[src/rtl/cache_cfg_pkg.sv]
// Cache-wide configuration shared by the controller and its sub-FSMs.
package cache_cfg_pkg;
  localparam int unsigned NUM_ENTRIES = 8;
endpackage

[src/rtl/ctrl_types_pkg.sv]
// Sub-FSM state encodings and the status word each sub-FSM returns to the parent controller.
package ctrl_types_pkg;
  typedef enum logic [2:0] {
    DEL_ST_START  = 3'd0,
    DEL_ST_DELETE = 3'd1,
    DEL_ST_ERROR  = 3'd2,
    DEL_ST_WAIT   = 3'd3,
    DEL_ST_SCAN   = 3'd4,
    DEL_ST_DONE   = 3'd5
  } del_substate_e;

  typedef struct packed {
    logic done;
    logic error;
  } sub_cmd_t;
endpackage

[src/rtl/del_onehot_chk.sv]
// Combinational exactly-one-hot detector; an all-zero or multi-bit vector is rejected.
module del_onehot_chk #(
  parameter int unsigned WIDTH = cache_cfg_pkg::NUM_ENTRIES
) (
  input  logic [WIDTH-1:0] vec,
  output logic             onehot_c
);
  always_comb onehot_c = (vec != '0) && ((vec & (vec - WIDTH'(1))) == '0);
endmodule

[src/rtl/del_ctrl_fsm.sv]
// Delete sub-FSM: single-key delete with configurable lookup latency.
// Flush-all mode (sequential scan of the occupancy bitmap) is built only when DEL_FLUSH_EN is defined.
module del_ctrl_fsm
  import ctrl_types_pkg::*;
#(
  parameter int unsigned NUM_ENTRIES = cache_cfg_pkg::NUM_ENTRIES,
  parameter int unsigned LOOKUP_LAT  = 0
) (
  input  logic                               clk,
  input  logic                               rst_n,
  input  logic                               en,
  input  logic                               enter,
  input  logic                               mode,
  input  logic                               hit,
  input  logic [NUM_ENTRIES-1:0]             idx_in,
  input  logic [NUM_ENTRIES-1:0]             valid_in,
  output logic                               delete_out,
  output logic [NUM_ENTRIES-1:0]             idx_out,
  output logic                               busy,
  output logic [$clog2(NUM_ENTRIES+1)-1:0]   del_count,
  output sub_cmd_t                           cmd
);
  localparam int unsigned CNT_W     = $clog2(NUM_ENTRIES + 1);
  localparam int unsigned WAIT_W    = 3;
  localparam int unsigned WAIT_INIT = (LOOKUP_LAT > 0) ? LOOKUP_LAT - 1 : 0;

  del_substate_e          state_q, state_d;
  logic [NUM_ENTRIES-1:0] idx_q, idx_d;
  logic [WAIT_W-1:0]      wait_q, wait_d;
  logic [CNT_W-1:0]       count_d;
  logic                   del_d, busy_d;
  logic [NUM_ENTRIES-1:0] idx_out_d;
  sub_cmd_t               cmd_d;
  logic                   onehot_c, match_ok_c;

`ifdef DEL_FLUSH_EN
  localparam int unsigned PTR_W = $clog2(NUM_ENTRIES);
  logic [PTR_W-1:0] ptr_q, ptr_d;
  logic [CNT_W-1:0] cnt_q, cnt_d;
`else
  logic unused_flush;
  assign unused_flush = ^{mode, valid_in};
`endif

  del_onehot_chk #(.WIDTH(NUM_ENTRIES)) u_onehot (
    .vec      (idx_in),
    .onehot_c (onehot_c)
  );

  assign match_ok_c = hit & onehot_c;

  // State, captured index and registered (Moore) outputs
  always_ff @(posedge clk or negedge rst_n) begin
    if (!rst_n) begin
      state_q    <= DEL_ST_START;
      idx_q      <= '0;
      wait_q     <= '0;
      del_count  <= '0;
      delete_out <= 1'b0;
      idx_out    <= '0;
      busy       <= 1'b0;
      cmd        <= '0;
    end else begin
      state_q    <= state_d;
      idx_q      <= idx_d;
      wait_q     <= wait_d;
      del_count  <= count_d;
      delete_out <= del_d;
      idx_out    <= idx_out_d;
      busy       <= busy_d;
      cmd        <= cmd_d;
    end
  end

`ifdef DEL_FLUSH_EN
  always_ff @(posedge clk or negedge rst_n) begin
    if (!rst_n) begin
      ptr_q <= '0;
      cnt_q <= '0;
    end else begin
      ptr_q <= ptr_d;
      cnt_q <= cnt_d;
    end
  end
`endif

  // Next state; outputs are decoded from the next state so they register alongside it
  always_comb begin
    state_d = state_q;
    idx_d   = idx_q;
    wait_d  = wait_q;
    count_d = del_count;
`ifdef DEL_FLUSH_EN
    ptr_d   = ptr_q;
    cnt_d   = cnt_q;
`endif
    if (enter) begin
      state_d = DEL_ST_START;
      wait_d  = '0;
`ifdef DEL_FLUSH_EN
      ptr_d   = '0;
      cnt_d   = '0;
`endif
    end else if (en) begin
      case (state_q)
        DEL_ST_START: begin
`ifdef DEL_FLUSH_EN
          if (mode) begin
            state_d = DEL_ST_SCAN;
            ptr_d   = '0;
            cnt_d   = '0;
          end else
`endif
          if (LOOKUP_LAT == 0) begin
            state_d = match_ok_c ? DEL_ST_DELETE : DEL_ST_ERROR;
            idx_d   = match_ok_c ? idx_in : idx_q;
          end else begin
            state_d = DEL_ST_WAIT;
            wait_d  = WAIT_W'(WAIT_INIT);
          end
        end
        DEL_ST_WAIT: begin
          if (wait_q == '0) begin
            state_d = match_ok_c ? DEL_ST_DELETE : DEL_ST_ERROR;
            idx_d   = match_ok_c ? idx_in : idx_q;
          end else begin
            wait_d = WAIT_W'(wait_q - WAIT_W'(1));
          end
        end
        DEL_ST_DELETE: begin
          count_d = CNT_W'(1);
          state_d = DEL_ST_START;
        end
        DEL_ST_ERROR: begin
          count_d = '0;
          state_d = DEL_ST_START;
        end
`ifdef DEL_FLUSH_EN
        DEL_ST_SCAN: begin
          // count the strobe actually presented for the current pointer
          cnt_d = CNT_W'(cnt_q + CNT_W'(delete_out));
          if (ptr_q == PTR_W'(NUM_ENTRIES - 1)) state_d = DEL_ST_DONE;
          else                                   ptr_d   = PTR_W'(ptr_q + PTR_W'(1));
        end
        DEL_ST_DONE: begin
          count_d = cnt_q;
          state_d = DEL_ST_START;
        end
`endif
        default: state_d = DEL_ST_START;
      endcase
    end

    del_d     = delete_out;
    idx_out_d = idx_out;
    busy_d    = busy;
    cmd_d     = cmd;
    if (enter || en) begin
      del_d     = 1'b0;
      idx_out_d = '0;
      busy_d    = (state_d != DEL_ST_START);
      cmd_d     = '0;
      case (state_d)
        DEL_ST_DELETE: begin
          del_d      = 1'b1;
          idx_out_d  = idx_d;
          cmd_d.done = 1'b1;
        end
        DEL_ST_ERROR: cmd_d.error = 1'b1;
`ifdef DEL_FLUSH_EN
        DEL_ST_SCAN: begin
          if (valid_in[ptr_d]) begin
            del_d     = 1'b1;
            idx_out_d = NUM_ENTRIES'(1) << ptr_d;
          end
        end
        DEL_ST_DONE: cmd_d.done = 1'b1;
`endif
        default: ;
      endcase
    end
  end
endmodule
[config.mk]
export PLATFORM = sky130hd
export DESIGN_NAME = del_ctrl_fsm
export DESIGN_NICKNAME = d
export VERILOG_FILES = /design/src/rtl/cache_cfg_pkg.sv /design/src/rtl/ctrl_types_pkg.sv /design/src/rtl/del_onehot_chk.sv /design/src/rtl/del_ctrl_fsm.sv
export SDC_FILE = /design/constraint.sdc
export NUM_CORES = 1
export LEC_CHECK = 0
export CAP_MARGIN = 20
export CORE_ASPECT_RATIO = 2
export CORE_MARGIN = 1
export CORE_UTILIZATION = 29
export CTS_CLUSTER_SIZE = 24
export DETAILED_ROUTE_END_ITERATION = 12
export GPL_TIMING_DRIVEN = 0
export PLACE_DENSITY = 0.63
export SYNTH_ARGS = -nofsm -noshare
export SYNTH_HDL_FRONTEND = slang
export SYNTH_SLANG_ARGS = --single-unit
[constraint.sdc]
create_clock -name clk -period 3 [get_ports clk]
set_input_delay 0.6 -clock clk [delete_from_list [all_inputs] [get_ports clk]]
set_output_delay 0.6 -clock clk [all_outputs]
set_load 0.02 [all_outputs]
# Yosys cells after proc, flatten, opt, wreduce, memory -nomap -nowiden
# Cells that the tools add are included.
# W data, S select, Z words.
[classes]
n_addsub = 2
n_eq_ne = 6
n_mux = 18
bitwise_logic = 3
reduce_logical = 12
[ops]
columns = ["op", "n"]
rows = [
  ["$mux W8", 5],
  ["$mux W3", 7],
  ["$pmux W8 S2", 1],
  ["$eq A3 B2 Y1 const B", 3],
  ["$and A8 B8 Y8", 1],
  ["$logic_not A8 Y1", 1],
  ["$pmux W4 S2", 1],
  ["$reduce_bool A8 Y1", 1],
  ["$sub A8 B1 Y8 const B", 1],
  ["$eq A3 B1 Y1 const B", 2],
  ["$logic_not A3 Y1", 2],
  ["$pmux W3 S2", 1],
  ["$reduce_and A3 Y1", 2],
  ["$reduce_bool A2 Y1", 3],
  ["$reduce_bool A3 Y1", 1],
  ["$sub A3 B1 Y3 const B", 1],
  ["$mux W1", 2],
  ["$mux W2", 1],
  ["$ne A2 B2 Y1 const B", 1],
  ["$and A1 B1 Y1", 1],
  ["$logic_and A1 B1 Y1", 1],
  ["$logic_or A1 B1 Y1", 1],
  ["$not A1 Y1", 1],
]
[totals]
regBits = 29
input_bits = 22
out_inout_bits = 16
elab_cells = 49

# Logic depth before layout (Yosys ltp)
# Gate-level depths: netlist of run 1.
[depth]
word_depth = 12
depth_mapped = 8
mapped_depth_nobuf = 7

# Cells and area by module
# A second synthesis of run 1 with hierarchy kept.
[unflattened]
hier_cells = 95
hier_area_um2 = 965.9
[modules_own_cells]
columns = ["module", "instances", "cells_per_inst", "area_per_inst_um2"]
rows = [
  ["del_ctrl_fsm", 1, 80, 875.8],
  ["del_onehot_chk", 1, 15, 90.1],
]

# Worst setup path after synthesis of run 1
# OpenSTA, ideal clock, no wires.
[synth_path]
path_type = "input -> register"
from = "input idx_in[1]"
to = "register state_q[0]"
setup_ps = 120
t_arrival_ps = 2038
required_time_ps = 2880
slack_ps = 842
cell_stages = 5
cell_sequence = "or4_1 > o31ai_1 > a211oi_4 > buf_6 > a31o_2"
[synth_between]
elab_chain_cells = 10
elab_cells_between_ends = 11
[synth_lines]
columns = ["item", "line", "rtl"]
rows = [
  ["start: declaration", "del_ctrl_fsm.sv:15", "input logic [NUM_ENTRIES-1:0] idx_in,"],
  ["$sub A8 B1 Y8", "del_onehot_chk.sv:8", "always_comb onehot_c = (vec != '0) && ((vec & (vec - WIDTH'(1))) == '0);"],
  ["$and A8 B8 Y8", "del_onehot_chk.sv:8", ""],
  ["$logic_not A8 Y1", "del_onehot_chk.sv:8", ""],
  ["$logic_and A1 B1 Y1 *", "del_onehot_chk.sv:8", ""],
  ["$and A1 B1 Y1 *", "del_ctrl_fsm.sv:50", "assign match_ok_c = hit & onehot_c;"],
  ["$mux W2 *", "del_ctrl_fsm.sv:115, del_ctrl_fsm.sv:124", ""],
  ["$mux W3", "del_ctrl_fsm.sv:123", "if (wait_q == '0) begin"],
  ["$pmux W3 S2 *", "del_ctrl_fsm.sv:105", "case (state_q)"],
  ["$mux W3 *", "del_ctrl_fsm.sv:104", "end else if (en) begin"],
  ["$mux W3 *", "del_ctrl_fsm.sv:97", "if (enter) begin"],
  ["net state_d[0]", "del_ctrl_fsm.sv:27", "del_substate_e state_q, state_d;"],
  ["end signal: assignment", "del_ctrl_fsm.sv:64", "state_q <= state_d;"],
  ["end: declaration", "del_ctrl_fsm.sv:27", ""],
]
# The timed path passes the listed nets; every way through them passes the cells marked *.
# A chain may end at the register's enable or synchronous reset.

# Final worst setup path of run 1
# Ends and elaborated chain as after synthesis.

==> results of run 1 <==
==> worst paths after layout <==
path / to / slack, ns / depth (start not counted)
max in group asynchronous: idx_out[4] / 1.70 / 1
min: cmd[0] / 0.50 / 2
min in group asynchronous: wait_q[1] / 0.81 / 1
max: state_q[0] / 0.52 / 6
min reg2reg: cmd[0] / 0.50 / 2
max reg2reg: idx_out[5] / 1.05 / 8
==> placed cells by master, fill, tap and decap left out, drive strengths merged, types with 2 or more instances in the layout <==
cell,instances
xnor2,2
clkbuf,6
a22o,8
ha,2
nand2,4
inv,4
nor2,8
a311oi,2
o21ai,5
buf,5
or3,2
and2,3
nand2b,2
conb,3
a211oi,3
clkdlybuf4s50,24
o31ai,2
a21oi,3
nor3b,2
dfrtp,18
==> area by class of cell <==
type | count | share of cell area (%)
repair buffers | 24 | 19.0
plain buffers | 7 | 3.86
clock buffers | 4 | 4.36
inverters | 4 | 1.19
well taps | 30 | 2.97
multi-input cells | 61 | 33.0
flip-flops and latches | 18 | 35.6
==> power groups by stage <==
stage | Combinational (mW) | Clock (mW) | Sequential (mW)
after floorplan | 0.0265 | 0 | 0.257
after global routing | 0.0709 | 0.214 | 0.250
after global placement | 0.0636 | 0 | 0.254
after detailed placement | 0.0645 | 0 | 0.254
after CTS | 0.0649 | 0.203 | 0.249
final | 0.0639 | 0.197 | 0.250
==> tightest hold or removal path: stages (launching register included) <==
cell,delay [ns]
dfrtp_1,0.36
nand2_1,0.05
o21ai_0,0.06
==> registers in the layout, summed over array words and instances (netlist names) <==
| register | count |
|---|---|
| busy | 1 |
| cmd | 2 |
| del_count | 1 |
| idx_out | 8 |
| state_q | 3 |
| wait_q | 3 |
==> cell families (layout without fill, tap and decap cells) <==
group,after synthesis,after routing,synth area share [%]
multiplexers,1,1,1.08
adder cells (fa/ha/maj),2,2,2.71
other,1,3,0.406
buffers and inverters,11,39,6.91
AO/OA/AOI/OAI,27,27,23.2
flip-flops,18,18,48.8
AND/OR/NAND/NOR,25,25,14.1
XOR/XNOR,3,3,2.85
==> per-stage QoR <==
step / util, % / instances / total power [mW] / hold WS (ns)
global placement: 40.6 / 144 / 0.317 / 0.485
floorplan: - / 90 / 0.283 / 0.304
global route: 42.4 / 148 / 0.535 / 0.530
detailed placement: 40.6 / 144 / 0.319 / 0.492
CTS: 42.4 / 148 / 0.517 / 0.510
finish: 42.4 / 148 / 0.510 / 0.502
==> routing by layer <==
layer	share of wire [%]	routed length (um)	GRT usage (%)	up-vias
li1	-	-	-	370
met1	39	797	14.5	380
met2	55	1120	23.0	15
met3	3.7	76	2.86	6
met4	1.8	36	6.77	0
met5	0	0	0	-
==> synth_stat cells (all sizes together) <==
cell	number
dfrtp	18
o31ai	2
or4	1
nand2	4
nor3	1
or3	2
or2	1
a311oi	2
a21o	1
xor2	1
o41a	1
clkbuf	2
a211oi	3
xnor2	2
conb	1
a31o	1
a21oi	3
ha	2
inv	4
buf	5
and2	3
nor3b	2
a22o	8
mux2i	1
o21a	1
o21ai	5
nand2b	2
nor2	8
nor2b	1
==> flow_summary.yaml, run 1 <==
critical_path:
  criticalPathCategory: "input pin to register"
  critical_path_peak_fanout: 10
  crit_path_top_delay_cell: "or4_1"
  critical_path.startpoint: "idx_in[1]"
  worstPathRequired_ns: 3.15
  regToRegStartpoint: "wait_q[0]"
  crit_chain: "clkdlybuf4s50_1, or4_1, o31ai_1, a211oi_4, buf_6, a31o_2"
  critical-path-top-delay-family: "compound AO/OA/AOI/OAI gates"
  timing.critical_path.slowest_cell_delay_ns: 0.61
  critical_path.startpoint_type: "input pin"
  path_buf_inv: 2
  endpoint_kind: "register"
  cp_data_arrival_time_ns: 2.63
cts:
  clk_pin_slew_ns: 0.07
  worstSkewPairLatency_ns: 0.25
  cts_root_buffer: "clkbuf_8"
  h-tree-depth: 1
  cts_tree: "built"
  total_cts_buffers: 3
  postCtsResizedCells: 0
  holdBufCountCts: 0
  clkSinkCount: 18
  cts.repair_timing.setup_buffer_count: 0
  clockBufferDepth: 2
route:
  dr.pass1.iters: 4
  dr_vias: 771
  drt_first_iter_violations: 9
  post-route-drc-count: 0
  ant_nets: 0
  detail_route.vias_per_cell: 5.21
  detail_route.wirelength_um: 2030
  wl_per_cell_um: 13.7
placed_design:
  place.port_buffers: 24
  preCtsSetupSlack_ns: 0.224
  placedInstanceArea_um2: 1210
  dpl.hpwl_um: 1580
  gpl.final_weighted_congestion: 0.700
power_and_ir_drop:
  comb_power_share_pct: 12.5
  power_density_nw_per_um2: 404
  p_int_mw: 0.393
  net-switching-power_mw: 0.118
  peakVddDrop_v: 0.000196
  netSwitchingFraction_pct: 23.1
  power.clock.fraction_pct: 38.6
  share_seq_of_total_power_pct: 48.9
  leakagePower_nw: 0.546
floorplan:
  core_region_area_um2: 2980
  die_width_um: 41.9
  chipHeight_um: 81.8
  i_o_pin_total: 38
  floorplan.rows: 28
  dieArea_um2: 3430
  start_util_pct: 31.0
sta:
  grt_setup_unrepaired: "no"
  achievable-frequency_mhz: 403
  tightestPinTransition_ns: 0.801
  report.final.slew_viol_count: 0
  finalWorstSetupSlack_ns: 0.516
  max-slew-margin-rel_pct: 46.4
  min_period_ns: 2.48
  clock-skew-final_ns: 0.00102
  min_period_over_period_pct: 82.8
  final-setup-viol-count: 0
  setup_tns_ns: 0
  timing.final.hold_violations: 0
global_route:
  first_global_vias: 714
  initial_antenna_violation_count: 0
  wire_length_of_the_first_global_routing_pass_um: 3380
  grt_overflow: 0
  grt_max_degree: 19
  grt.total_usage_pct: 13.1
yosys:
  synthTopCellsByArea: "dfrtp_1 (49%), a22o_1 (6.6%), buf_4 (3.3%), nor2_1 (3.3%), ha_1 (2.7%)"
  average_cell_area_after_synthesis_um2: 10.5
  ys_warn_count: 0
  synthDominantCellAreaShare_pct: 48.8
  ys_seq_area_share_pct: 48.8
  yosys.cell_types.count: 33
  syn_inst: 88
  synthesis.area_um2: 923
  ys_ff_latch: 18
  biggest_area_consumer_among_synthesized_cells: "dfrtp_1"
cells_and_area:
  fin_area_um2: 1260
  nNetsFinal: 143
  fillers: 291
  final-seq-area_um2: 450
  relative_area_change_from_synthesis_to_final_layout_pct: 36.9
  fraction_of_final_layout_cells_with_drive_strength_greater_than_1_pct: 11.9
  num_antenna_cells: 0
  multi_input_area_um2: 417
hold_path:
  hold_class: "register to register"
  hold_path.startpoint: "cmd[0]"
status:
  run_status: "completed"
job:
  maxCapViolations: 0
No activity file was read; power rests on OpenSTA's default activity.
==> run 2: changes to the inputs <==
==> constraint.sdc (replaced) <==
create_clock -name clk -period 2.4 [get_ports clk]
set_input_delay 0.48 -clock clk [delete_from_list [all_inputs] [get_ports clk]]
set_output_delay 0.48 -clock clk [all_outputs]
set_load 0.02 [all_outputs]
==> run 2 against run 1 <==
  * Utilization rose by 0.17 points
  * Sequential share of layout area fell by 0.14 points
  * Clock power rose by 25%
  * Total power rose by 25%
  * Largest power group unchanged
  * Wire length rose by 1.8%
  * Final cell count did not move
  * Global-route usage did not move
  * Clock-buffer cell count did not move
  * Critical path depth did not move
==> flow_summary.yaml, run 2 (synthesized netlist as in run 1, its figures left out) <==
status:
  run_status: "completed"
floorplan:
  core_region_area_um2: 2980
  dieArea_um2: 3430
  die_width_um: 41.9
  floorplan.rows: 28
  i_o_pin_total: 38
  chipHeight_um: 81.8
  start_util_pct: 31.0
sta:
  achievable-frequency_mhz: 437
  clock-skew-final_ns: 0.00108
  finalHoldWorstSlack_ns: 0.502
  finalWorstSetupSlack_ns: 0.114
  tightestPinTransition_ns: 0.801
  report.final.slew_viol_count: 0
  final-setup-viol-count: 0
  min_period_over_period_pct: 95.2
  setup_tns_ns: 0
  min_period_ns: 2.29
  max-slew-margin-rel_pct: 46.4
  grt_setup_unrepaired: "no"
  timing.final.hold_violations: 0
global_route:
  grt_overflow: 0
  grt_max_degree: 19
  initial_antenna_violation_count: 0
  wire_length_of_the_first_global_routing_pass_um: 3380
  first_global_vias: 714
  grt.total_usage_pct: 13.1
cells_and_area:
  fraction_of_final_layout_cells_with_drive_strength_greater_than_1_pct: 12.7
  largest_reg_flops: 8
  largest-register: "idx_out"
  num_antenna_cells: 0
  fillers: 290
  layout_common_cells: "clkdlybuf4s50_1 (24), dfrtp_1 (18), nor2_1 (8)"
  relative_area_change_from_synthesis_to_final_layout_pct: 37.4
  layout_commonest_cell: "clkdlybuf4s50_1"
  leading_registers_by_flop_count: "idx_out x8, state_q x3, wait_q x3"
  nNetsFinal: 143
  fin_area_um2: 1270
  multi_input_area_um2: 422
  final-seq-area_um2: 450
power_and_ir_drop:
  comb_power_share_pct: 12.7
  total_power_mw: 0.639
  power.clock.fraction_pct: 38.5
  leakagePower_nw: 0.546
  share_seq_of_total_power_pct: 48.8
  power_density_nw_per_um2: 504
  peakVddDrop_v: 0.000245
  net-switching-power_mw: 0.148
  p_int_mw: 0.491
  netSwitchingFraction_pct: 23.2
critical_path:
  regToRegSetupSlack_ns: 0.45
  critical_path.startpoint: "idx_in[1]"
  critical_path_peak_fanout: 10
  regToRegEndpoint: "idx_out[5]"
  endpoint_kind: "register"
  rr_worst_depth: 8
  criticalPathCategory: "input pin to register"
  worstPathRequired_ns: 2.55
  critical_path.startpoint_type: "input pin"
  cp_data_arrival_time_ns: 2.43
  regToRegStartpoint: "wait_q[0]"
  capture_point_of_the_critical_path: "state_q[0]"
route:
  post-route-drc-count: 0
  met3_length_um: 76
  wl_per_cell_um: 14.0
  detail_route.vias_per_cell: 5.22
  dr.pass1.iters: 4
  ant_nets: 0
  wl_met2_um: 1140
  detail_route.wirelength_um: 2070
  topRoutingLayerUsed: "met4"
  wl_met1_um: 815
  dr_vias: 772
  drt_first_iter_violations: 12
cts:
  cts.repair_timing.setup_buffer_count: 0
  cts_root_buffer: "clkbuf_8"
  cts_tree: "built"
  h-tree-depth: 1
  holdBufCountCts: 0
  postCtsResizedCells: 0
  clkSinkCount: 18
  clk_pin_slew_ns: 0.07
  clockBufferDepth: 2
  worstSkewPairLatency_ns: 0.25
  total_cts_buffers: 3
placed_design:
  dpl.hpwl_um: 1580
  gpl.final_weighted_congestion: 0.700
  place.port_buffers: 24
  placedInstanceArea_um2: 1210
  preCtsSetupSlack_ns: -0.256
job:
  maxCapViolations: 0
hold_path:
  hold_class: "register to register"
[run 2: cell types whose count changed in the layout (fill, tap and decap cells not counted)]
cell,before,now
o31ai_2,0,1
o31ai_1,2,1
[run 2: area by class of cell]
type                       instances  share of cell area (%)
sequential                        18                    35.5
buffer                             7                    3.85
tap                               30                    2.96
clock buffer                       4                    4.34
multi-input combinational         61                    33.2
timing repair buffer              24                    18.9
inverter                           4                    1.18
[run 2: per-layer routing]
layer  up-vias  global-route usage (%)
met5         -                       0
met4         0                    6.77
met3         6                    2.86
met2        15                    23.0
met1       381                    14.5
li1        370                       -
[run 2: critical path, cell delays in order]
cell	delay, ns
clkdlybuf4s50_1	0.46
or4_1	0.62
o31ai_2	0.39
a211oi_4	0.10
buf_6	0.17
a31o_2	0.21
[run 2: power by group through the flow]
stage	sequential [mW]	combinational, mW	clock [mW]
after floorplan	0.321	0.0331	0
after global placement	0.317	0.0795	0
after detailed placement	0.318	0.0806	0
after CTS	0.312	0.0811	0.253
after global routing	0.312	0.0895	0.267
final	0.312	0.0810	0.246
[run 2: how the worst min path moves through the flow]
stage,start,to,slack [ns],depth (start not counted)
finish,cmd[0],cmd[0],0.50,2
global route,cmd[1],cmd[1],0.53,1
CTS,idx_out[7],idx_out[7],0.51,1
detailed placement,idx_out[6],idx_out[6],0.49,1
global placement,cmd[0],cmd[0],0.49,2
floorplan,rst_n,busy,0.18,0
[run 2: metrics by stage]
stage	instances	utilization, %
after floorplan	90	-
after detailed placement	144	40.6
final	148	42.6
after global routing	148	42.6
after global placement	144	40.6
after CTS	148	42.4
==> run 3: changes to the inputs <==
--- a/config.mk
+++ b/config.mk
@@ -12,7 +12,8 @@
 export CTS_CLUSTER_SIZE = 24
 export DETAILED_ROUTE_END_ITERATION = 12
 export GPL_TIMING_DRIVEN = 0
-export PLACE_DENSITY = 0.63
+export PLACE_DENSITY = 0.62
 export SYNTH_ARGS = -nofsm -noshare
 export SYNTH_HDL_FRONTEND = slang
+export SYNTH_HIERARCHICAL = 1
 export SYNTH_SLANG_ARGS = --single-unit
==> run 3 against run 2 <==
  * Critical path depth up 3
  * Largest power group unchanged
  * Via count up 7.0%
  * Critical endpoint is now state_q[1]
  * Worst hold slack better by 0.0096 ns
  * Combinational power up 44%
  * Critical path type unchanged
  * Final cell count up 4.7%
  * Sequential power up 4%
  * Sequential share of layout area down 1.2 points
  * Global-route usage up 0.88 points
  * Synthesized cell count up 8.0%
  * Worst setup slack better by 0.062 ns
==> flow_summary.yaml, run 3 <==
sta:
  grt_setup_unrepaired: "no"
  min_period_ns: 2.22
  final-setup-viol-count: 0
  report.final.slew_viol_count: 0
  tightestPinTransition_ns: 0.827
  max-slew-margin-rel_pct: 44.7
  achievable-frequency_mhz: 450
  timing.final.hold_violations: 0
  finalWorstSetupSlack_ns: 0.176
  min_period_over_period_pct: 92.7
  setup_tns_ns: 0
  clock-skew-final_ns: 0.00360
critical_path:
  criticalPathCategory: "input pin to register"
  timing.critical_path.slowest_cell_delay_ns: 0.54
  critical-path-top-delay-family: "simple AND/OR/NAND/NOR gates"
  worstPathRequired_ns: 2.58
  rr_worst_depth: 7
  endpoint_kind: "register"
  worst-path-stages: 9
  critical_path_peak_fanout: 5
  path_buf_inv: 1
  crit_chain: "clkdlybuf4s50_1, nor2_1, and3_1, o21ai_0, nand2_1, and2_1, nand2_2, or3b_2, a21oi_1"
  cp_data_arrival_time_ns: 2.40
  critical_path.startpoint_type: "input pin"
  crit_path_top_delay_cell: "clkdlybuf4s50_1"
floorplan:
  i_o_pin_total: 38
  floorplan.rows: 29
  die_width_um: 42.8
  dieArea_um2: 3580
  core_region_area_um2: 3160
  start_util_pct: 30.6
  chipHeight_um: 83.6
power_and_ir_drop:
  netSwitchingFraction_pct: 25.6
  leakagePower_nw: 0.590
  power_density_nw_per_um2: 492
  peakVddDrop_v: 0.000289
  net-switching-power_mw: 0.166
  share_seq_of_total_power_pct: 50.2
  power.clock.fraction_pct: 31.7
  p_int_mw: 0.481
  comb_power_share_pct: 18.1
cells_and_area:
  final_core_util_pct: 41.6
  largest_reg_flops: 8
  layout_commonest_cell: "clkdlybuf4s50_1"
  num_antenna_cells: 0
  fraction_of_final_layout_cells_with_drive_strength_greater_than_1_pct: 10.5
  layout_common_cells: "clkdlybuf4s50_1 (21), dfrtp_1 (18), a22o_1 (8)"
  fillers: 314
  leading_registers_by_flop_count: "idx_out x8, state_q x3, wait_q x3"
  nNetsFinal: 150
  relative_area_change_from_synthesis_to_final_layout_pct: 35.9
  largest-register: "idx_out"
cts:
  clkSinkCount: 18
  clk_pin_slew_ns: 0.06
  postCtsResizedCells: 0
  clockBufferDepth: 2
  holdBufCountCts: 0
  worstSkewPairLatency_ns: 0.25
  cts.repair_timing.setup_buffer_count: 0
  cts_tree: "built"
  total_cts_buffers: 3
  h-tree-depth: 1
  cts_root_buffer: "clkbuf_8"
global_route:
  grt_max_degree: 19
  initial_antenna_violation_count: 0
  first_global_vias: 877
  wire_length_of_the_first_global_routing_pass_um: 3870
  grt.total_usage_pct: 14.0
  grt_overflow: 0
yosys:
  ys_seq_area_share_pct: 46.6
  synthTopCellsByArea: "dfrtp_1 (47%), a22o_1 (7.3%), a21oi_1 (3.1%), buf_4 (3.1%), a2111oi_4 (2.8%)"
  synthDominantCellAreaShare_pct: 46.6
  average_cell_area_after_synthesis_um2: 10.2
  ys_warn_count: 6
  syn_inst: 95
  yosys_most_used_dff: "dfrtp_1"
  synthMostInstantiatedCell: "dfrtp_1"
  ys_ff_latch: 18
  synthArstFlopShare_pct: 100
  synth_commonest_cells: "dfrtp_1 (18), a22o_1 (8), nand2_1 (7)"
  synth-edff-count: 0
  synthesis.area_um2: 966
  biggest_area_consumer_among_synthesized_cells: "dfrtp_1"
  yosys.cell_types.count: 35
job:
  maxCapViolations: 0
hold_path:
  hold_path_depth: 1
  hold_class: "register to register"
status:
  run_status: "completed"
route:
  wl_per_cell_um: 14.4
  drt_first_iter_violations: 21
  dr_vias: 826
  dr.pass1.iters: 4
  ant_nets: 0
  detail_route.vias_per_cell: 5.33
  post-route-drc-count: 0
  detail_route.wirelength_um: 2230
placed_design:
  gpl.final_weighted_congestion: 0.725
  preCtsSetupSlack_ns: -0.217
  dpl.hpwl_um: 1790
  place.port_buffers: 24
==> run 3: cell types whose count changed after synthesis, sizes merged, moves of 3 or more <==
cell,delta
a211oi,-3
nor2,-3
nand2,+3
a21oi,+3
==> run 3: final timing paths <==
kind / from / end / slack, ns
max: idx_in[7] / state_q[1] / 0.18
min: idx_out[7] / idx_out[7] / 0.51
max reg2reg: wait_q[0] / idx_out[3] / 0.58
min reg2reg: idx_out[7] / idx_out[7] / 0.51
max in group asynchronous: rst_n / wait_q[2] / 1.18
min in group asynchronous: rst_n / idx_out[7] / 0.71
==> run 3: routing by layer <==
metal	vias up	wire length [um]	GRT usage, %
met1	393	736	13.4
met2	31	1350	27.1
met5	-	0	0
li1	396	-	-
met3	6	81	1.30
met4	0	56	6.82
==> run 3: final cells by class <==
cell class | instances | area, um2 | area share (%)
timing repair buffer | 24 | 248 | 18.9
tap | 31 | 38.8 | 2.96
clock buffer | 3 | 41.3 | 3.15
multi-input combinational | 65 | 452 | 34.4
inverter | 6 | 22.5 | 1.72
buffer | 8 | 60.1 | 4.58
sequential | 18 | 450 | 34.3
==> run 3: cell families after synthesis <==
family / Yosys count / synth area share, %
compound gates: 30 / 24.2
simple gates: 29 / 16.7
flops: 18 / 46.6
buf+inv: 14 / 8.55
fa+ha+maj: 2 / 2.59
xor+xnor: 1 / 0.907
other cells: 1 / 0.388
==> run 3: stage by stage <==
step           power, mW  cells  hold WS, ns  cell area (um2)
2_1_floorplan      0.386     97        0.184              973
3_3_place_gp       0.444    152        0.487             1250
3_5_place_dp       0.447    152        0.492             1250
4_1_cts            0.650    155        0.514             1290
5_1_grt            0.680    155        0.523             1310
6_report           0.646    155        0.512             1310
==> run 3: power groups by stage <==
stage	clock network, mW	logic (mW)	registers, mW
2_1_floorplan	0	0.0473	0.339
3_3_place_gp	0	0.115	0.329
3_5_place_dp	0	0.117	0.330
4_1_cts	0.208	0.117	0.325
5_1_grt	0.227	0.127	0.326
6_report	0.205	0.117	0.324
